## config.mk

```make
export PLATFORM = sky130hd
export DESIGN_NAME = wormhole_out_ctrl
export DESIGN_NICKNAME = d
export VERILOG_FILES = /design/src/rtl/wormhole_out_ctrl_pkg.sv /design/src/rtl/wormhole_out_ctrl_rr_pick5.sv /design/src/rtl/wormhole_out_ctrl.sv
export SDC_FILE = /design/constraint.sdc
export NUM_CORES = 1
export LEC_CHECK = 0
export BUFFER_PORTS_ARGS = -buffer_cell sky130_fd_sc_hd__buf_2
export CORE_ASPECT_RATIO = 2
export CORE_MARGIN = 3
export CORE_UTILIZATION = 61
export DETAILED_ROUTE_END_ITERATION = 16
export PLACE_DENSITY = 0.86
export SYNTH_ARGS = -nofsm -noshare
export SYNTH_HDL_FRONTEND = slang
export SYNTH_SLANG_ARGS = --single-unit
```

## constraint.sdc

```tcl
create_clock -name clk -period 9.15 [get_ports clk]
set_input_delay 1.83 -clock clk [delete_from_list [all_inputs] [get_ports clk]]
set_output_delay 1.83 -clock clk [all_outputs]
set_load 0.01 [all_outputs]
```

## src/rtl/wormhole_out_ctrl_pkg.sv

```systemverilog
// Shared flit codes, port indices and state encodings
// for the mesh router output-port controller.
package wormhole_out_ctrl_pkg;

  localparam int NP = 5;

  localparam logic [2:0] FID_HEADER = 3'b001;
  localparam logic [2:0] FID_BODY   = 3'b010;
  localparam logic [2:0] FID_TAIL   = 3'b100;

  localparam int P_L = 0;
  localparam int P_N = 1;
  localparam int P_E = 2;
  localparam int P_W = 3;
  localparam int P_S = 4;

  localparam logic [NP-1:0] PTR_RST = 5'b10000;

  typedef enum logic [1:0] {
    ST_IDLE = 2'b01,
    ST_BUSY = 2'b10
  } state_t;

  function automatic logic [2:0] sel_fid(
    input logic [NP-1:0]   oh,
    input logic [3*NP-1:0] bus
  );
    logic [2:0] f;
    f = '0;
    unique case (1'b1)
      oh[P_L]: f = bus[2:0];
      oh[P_N]: f = bus[5:3];
      oh[P_E]: f = bus[8:6];
      oh[P_W]: f = bus[11:9];
      oh[P_S]: f = bus[14:12];
      default: f = '0;
    endcase
    return f;
  endfunction

endpackage

```

## src/rtl/wormhole_out_ctrl_rr_pick5.sv

```systemverilog
// 5-way rotating-priority picker; the input after ptr
// has top priority, the ptr input itself comes last.
module rr_pick5
  import wormhole_out_ctrl_pkg::*;
(
  input  logic [NP-1:0] req,
  input  logic [NP-1:0] ptr,
  output logic [NP-1:0] winner,
  output logic          any
);

  logic [2:0] pidx;
  logic [3:0] s;

  always_comb begin
    pidx   = 3'(P_S);
    s      = '0;
    winner = '0;
    for (int j = 0; j < NP; j++) begin
      if (ptr[j]) pidx = 3'(j);
    end
    for (int k = 1; k <= NP; k++) begin
      s = {1'b0, pidx} + 4'(k);
      if (s >= 4'(NP)) s = s - 4'(NP);
      if (winner == '0 && req[s[2:0]]) begin
        winner[s[2:0]] = 1'b1;
      end
    end
    any = |req;
  end

endmodule

```

## src/rtl/wormhole_out_ctrl.sv

```systemverilog
// Wormhole output-port controller: round-robin grant, credit
// gating, pop strobes. OUT_CTRL_WATCHDOG_EN adds a stall watchdog.
module wormhole_out_ctrl
  import wormhole_out_ctrl_pkg::*;
#(
  parameter int CREDIT_DEPTH = 4,
  parameter int CW           = 3
`ifdef OUT_CTRL_WATCHDOG_EN
  , parameter int TIMEOUT_CYCLES = 256
`endif
) (
  input  logic            clk,
  input  logic            rst,
  input  logic [NP-1:0]   req,
  input  logic [NP-1:0]   flit_valid,
  input  logic [3*NP-1:0] flit_id_bus,
  input  logic            credit_in,
  output logic [NP-1:0]   grant,
  output logic            idle,
  output logic [NP-1:0]   rd_en,
  output logic            wr_out,
  output logic [CW-1:0]   credit_cnt,
  output logic            credit_err
`ifdef OUT_CTRL_WATCHDOG_EN
  , output logic          wd_timeout
`endif
);

  state_t        state;
  state_t        state_n;
  logic [NP-1:0] grant_n;
  logic [NP-1:0] rr_ptr;
  logic [NP-1:0] ptr_n;
  logic [NP-1:0] pick_ptr;
  logic [NP-1:0] winner;
  logic          any;
  logic          busy;
  logic          can_send;
  logic [2:0]    g_fid;
  logic          tail_rel;
  logic          rel;
  logic [CW-1:0] credit_n;
  logic          err_n;

  assign busy     = (state == ST_BUSY);
  assign can_send = busy && (credit_cnt != '0);
  assign rd_en    = can_send ? (grant & flit_valid) : '0;
  assign wr_out   = |rd_en;
  assign g_fid    = sel_fid(grant, flit_id_bus);
  assign tail_rel = wr_out && (g_fid == FID_TAIL);

  // On release the finished input becomes the pointer so it ranks last.
  assign pick_ptr = busy ? grant : rr_ptr;

  rr_pick5 u_pick (
    .req    (req),
    .ptr    (pick_ptr),
    .winner (winner),
    .any    (any)
  );

`ifdef OUT_CTRL_WATCHDOG_EN
  localparam int SW = $clog2(TIMEOUT_CYCLES + 1);

  logic [SW-1:0] stall_cnt;
  logic          wd_fire;

  assign wd_fire = busy && !wr_out
                && (stall_cnt == SW'(TIMEOUT_CYCLES - 1));
  assign rel     = tail_rel || wd_fire;

  always_ff @(posedge clk) begin
    if (rst) begin
      stall_cnt  <= '0;
      wd_timeout <= 1'b0;
    end else begin
      wd_timeout <= wd_fire;
      if (!busy || wr_out || wd_fire) begin
        stall_cnt <= '0;
      end else begin
        stall_cnt <= stall_cnt + SW'(1);
      end
    end
  end
`else
  assign rel = tail_rel;
`endif

  always_comb begin
    state_n = state;
    grant_n = grant;
    ptr_n   = rr_ptr;
    unique case (state)
      ST_IDLE: begin
        if (any) begin
          grant_n = winner;
          state_n = ST_BUSY;
        end
      end
      ST_BUSY: begin
        if (rel) begin
          ptr_n = grant;
          if (any) begin
            grant_n = winner;
          end else begin
            grant_n = '0;
            state_n = ST_IDLE;
          end
        end
      end
      default: begin
        state_n = ST_IDLE;
        grant_n = '0;
      end
    endcase
  end

  always_comb begin
    credit_n = credit_cnt;
    err_n    = credit_err;
    case ({wr_out, credit_in})
      2'b10: credit_n = credit_cnt - CW'(1);
      2'b01: begin
        if (credit_cnt == CW'(CREDIT_DEPTH)) begin
          err_n = 1'b1;
        end else begin
          credit_n = credit_cnt + CW'(1);
        end
      end
      default: credit_n = credit_cnt;
    endcase
  end

  always_ff @(posedge clk) begin
    if (rst) begin
      state      <= ST_IDLE;
      grant      <= '0;
      idle       <= 1'b1;
      rr_ptr     <= PTR_RST;
      credit_cnt <= CW'(CREDIT_DEPTH);
      credit_err <= 1'b0;
    end else begin
      state      <= state_n;
      grant      <= grant_n;
      idle       <= (grant_n == '0);
      rr_ptr     <= ptr_n;
      credit_cnt <= credit_n;
      credit_err <= err_n;
    end
  end

endmodule

```

==> results.yml <==
grt:
  grt_usage: 0.331
  antenna_found_initial: 0
  grt_pass1_wl_um: 12200
  grt_pass1_vias: 2604
  grt_max_degree: 24
  overflow: 0
cts:
  clock_sinks: 17
  post_cts_buffers: 0
  ctsLongestPathBuffers: 2
  clk_pin_slew_worst_paths_ns: 0.07
  insertion_delay_ns: 0.25
  cts_tree: "built"
  cts.htree.levels: 1
  cts_buffers: 3
  cts_resized: 0
  cts_root_buffer: "clkbuf_8"
  holdBufCountCts: 0
power:
  pwr-share-clk: 0.194
  p_per_area_nw_per_um2: 108
  power_uw: 281
  pwr-share-comb: 0.493
  power_leakage_nw: 1.04
  swShare: 0.412
  ir_drop_mv: 0.0702
  p_int_uw: 165
  sequentialPowerShare: 0.313
  power.switching_uw: 116
status:
  status: "finished clean"
synth:
  ys_ff_latch: 17
  synth_edf_count: 0
  syn_area_um2: 2370
  ys_seq_area_frac: 0.144
  synth_cells: 314
  ys_types: 74
  synth-main-ff-cell: "dfxtp_1"
  async_flop_share: 0
  yosysWarnings: 0
  syn-num-nets: 356
  avgSynthCellArea_um2: 7.54
worst_hold_path:
  holdCritPathClass: "flop to flop"
  hold_end: "credit_err"
  min_from: "credit_err"
  whs_path_depth: 2
sta:
  grt_setup_unrepaired: "false"
  worst_slew_pin_slew_ns: 1.07
  fin_crit_ns: 6.04
  hold_ws_ns: 0.469
  finalHoldViolations: 0
  slew_headroom: 0.276
  slew_violations: 0
  fin_setup_tns_ns: 0
  clock.fmax_mhz: 165
  layout_setup_ws_ns: 3.11
  timing.final.crit_share: 0.661
  setup_viol: 0
  finClkSkew_ns: 0.00455
setup_path:
  r2r-end: "idle"
  start_kind: "flop"
  crit_buf_inv: 2
  endpoint_kind: "flop"
  critPathTopFamily: "compound AO/OA/AOI/OAI gates"
  crit_arrival_ns: 6.19
  cp_slowest_cell: "o221ai_2"
  crit_required_ns: 9.30
  worstSetupPathType: "flop to flop"
  path_cells: "inv_1 -> ha_1 -> or2_2 -> o221ai_2 -> inv_1 -> ha_1 -> nand2b_1 -> and2_0 -> o31a_1 -> o21ai_0 -> a221o_1 -> or4_4 -> o2111ai_2 -> o311ai_2 -> or4_1 -> a31o_1 -> a41o_1"
  worstRegToRegCells: 17
  rrSetupSlack_ns: 3.11
  cp_slowest_stage_delay_ns: 0.68
  rr_startpoint: "state[0]"
  cp_max_fo: 17
placement:
  dp_hpwl_um: 5950
  pre_cts_ws_ns: 3.16
  port_buffers: 43
  placed_area_um2: 2570
  gp_congestion: 0.972
detailed_routing:
  via_per_inst: 6.77
  drt-initial-drc-count: 128
  drtAntennaViolNets: 0
  wl_per_cell_um: 19.2
  drt_wl_total_um: 7630
  drc_errors: 0
  vias: 2687
  first_pass_iters: 5
cells_and_area:
  nNetsFinal: 391
  n_antenna_cell: 0
  area_growth_pct: 10.6
  layout_commonest_cell: "buf_2"
  final_area_um2: 2620
  drive_gt1_frac: 0.210
  final_cell_mix: "buf_2 (43), nor2_1 (33), nand2_1 (27)"
floorplan:
  die_area_um2: 4710
  coreArea_um2: 3680
  die_w_um: 50.0
  dieHeight_um: 94.1
  pin_count: 44
  start_util: 0.642
  rows: 31
job:
  cap_viol_max_count: 0
stage by stage:
stage / utilization / cells
floorplan: - / 314
global placement: 0.696 / 392
detailed placement: 0.696 / 392
CTS: 0.709 / 396
global route: 0.710 / 397
finish: 0.710 / 397
power groups by stage:
| stage | sequential [mW] | combinational, mW | clock (mW) |
|---|---|---|---|
| 5_1_grt | 0.0891 | 0.151 | 0.0578 |
| 3_3_place_gp | 0.0895 | 0.134 | 0 |
| 3_5_place_dp | 0.0898 | 0.135 | 0 |
| 4_1_cts | 0.0881 | 0.136 | 0.0554 |
| 6_report | 0.0881 | 0.139 | 0.0547 |
| 2_1_floorplan | 0.0896 | 0.0980 | 0 |
layer usage:
metal / up-vias / track usage / wire length, µm
li1: 1266 / - / -
met2: 141 / 0.629 / 4030
met5: - / 0 / 0
met3: 41 / 0.0270 / 424
met1: 1239 / 0.320 / 2650
met4: 0 / 0.231 / 522
logic make-up after synthesis:
group | synth area share
fa+ha+maj | 0.0804
simple gates | 0.291
mux | 0.0867
flops | 0.144
buf+inv | 0.0529
xor+xnor | 0.0180
compound gates | 0.327
worst max path at each step:
stage,startpoint,to,slack [ns],cells after the start
floorplan,state[0],idle,4.28,18
global placement,state[0],idle,3.28,16
detailed placement,state[0],idle,3.16,16
CTS,state[0],idle,3.11,16
global route,state[0],idle,2.79,17
finish,state[0],idle,3.11,17
Yosys cell counts (4+ instances only):
cell type / count / area [µm²]
nor2_1: 33 / 124
nand3_1: 7 / 35.0
nand4_1: 4 / 25.0
and3_1: 5 / 31.3
nor2b_1: 4 / 25.0
a211oi_1: 9 / 67.6
a22oi_1: 4 / 30.0
nand2_1: 27 / 101
o21ai_0: 25 / 125
nor3b_1: 4 / 30.0
and2_1: 4 / 25.0
or4_1: 6 / 45.0
ha_1: 12 / 150
a21oi_1: 14 / 70.1
mux2_2: 4 / 45.0
dfxtp_1: 17 / 340
nor3_1: 5 / 25.0
a31oi_1: 5 / 31.3
inv_1: 10 / 37.5
buf_2: 7 / 35.0
mux2i_1: 16 / 160
nand2b_1: 9 / 56.3
o22ai_1: 4 / 25.0
state kept, by name, summed over array words and instances (netlist names):
register and cells:
grant 5, rr_ptr 5, state 2, idle 1
credit_cnt 3, credit_err 1
area by class of cell:
cell class                      count  area (µm²)
Tap cell                           49        61.3
Fill cell                         340        1070
Clock inverter                      1        5.00
Multi-Input combinational cell    270        1900
Sequential cell                    17         340
Inverter                           13        48.8
Timing Repair Buffer               44         220
Clock buffer                        3        41.3
worst reg2reg max path, cell delays in order (launching register included):
cell,delay [ns]
dfxtp_1,0.35
inv_1,0.05
ha_1,0.35
or2_2,0.37
o221ai_2,0.68
inv_1,0.53
ha_1,0.47
nand2b_1,0.20
and2_0,0.29
o31a_1,0.21
o21ai_0,0.17
a221o_1,0.43
or4_4,0.56
o2111ai_2,0.22
o311ai_2,0.19
or4_1,0.44
a31o_1,0.25
a41o_1,0.17
Power figures use the tool's default switching activity.
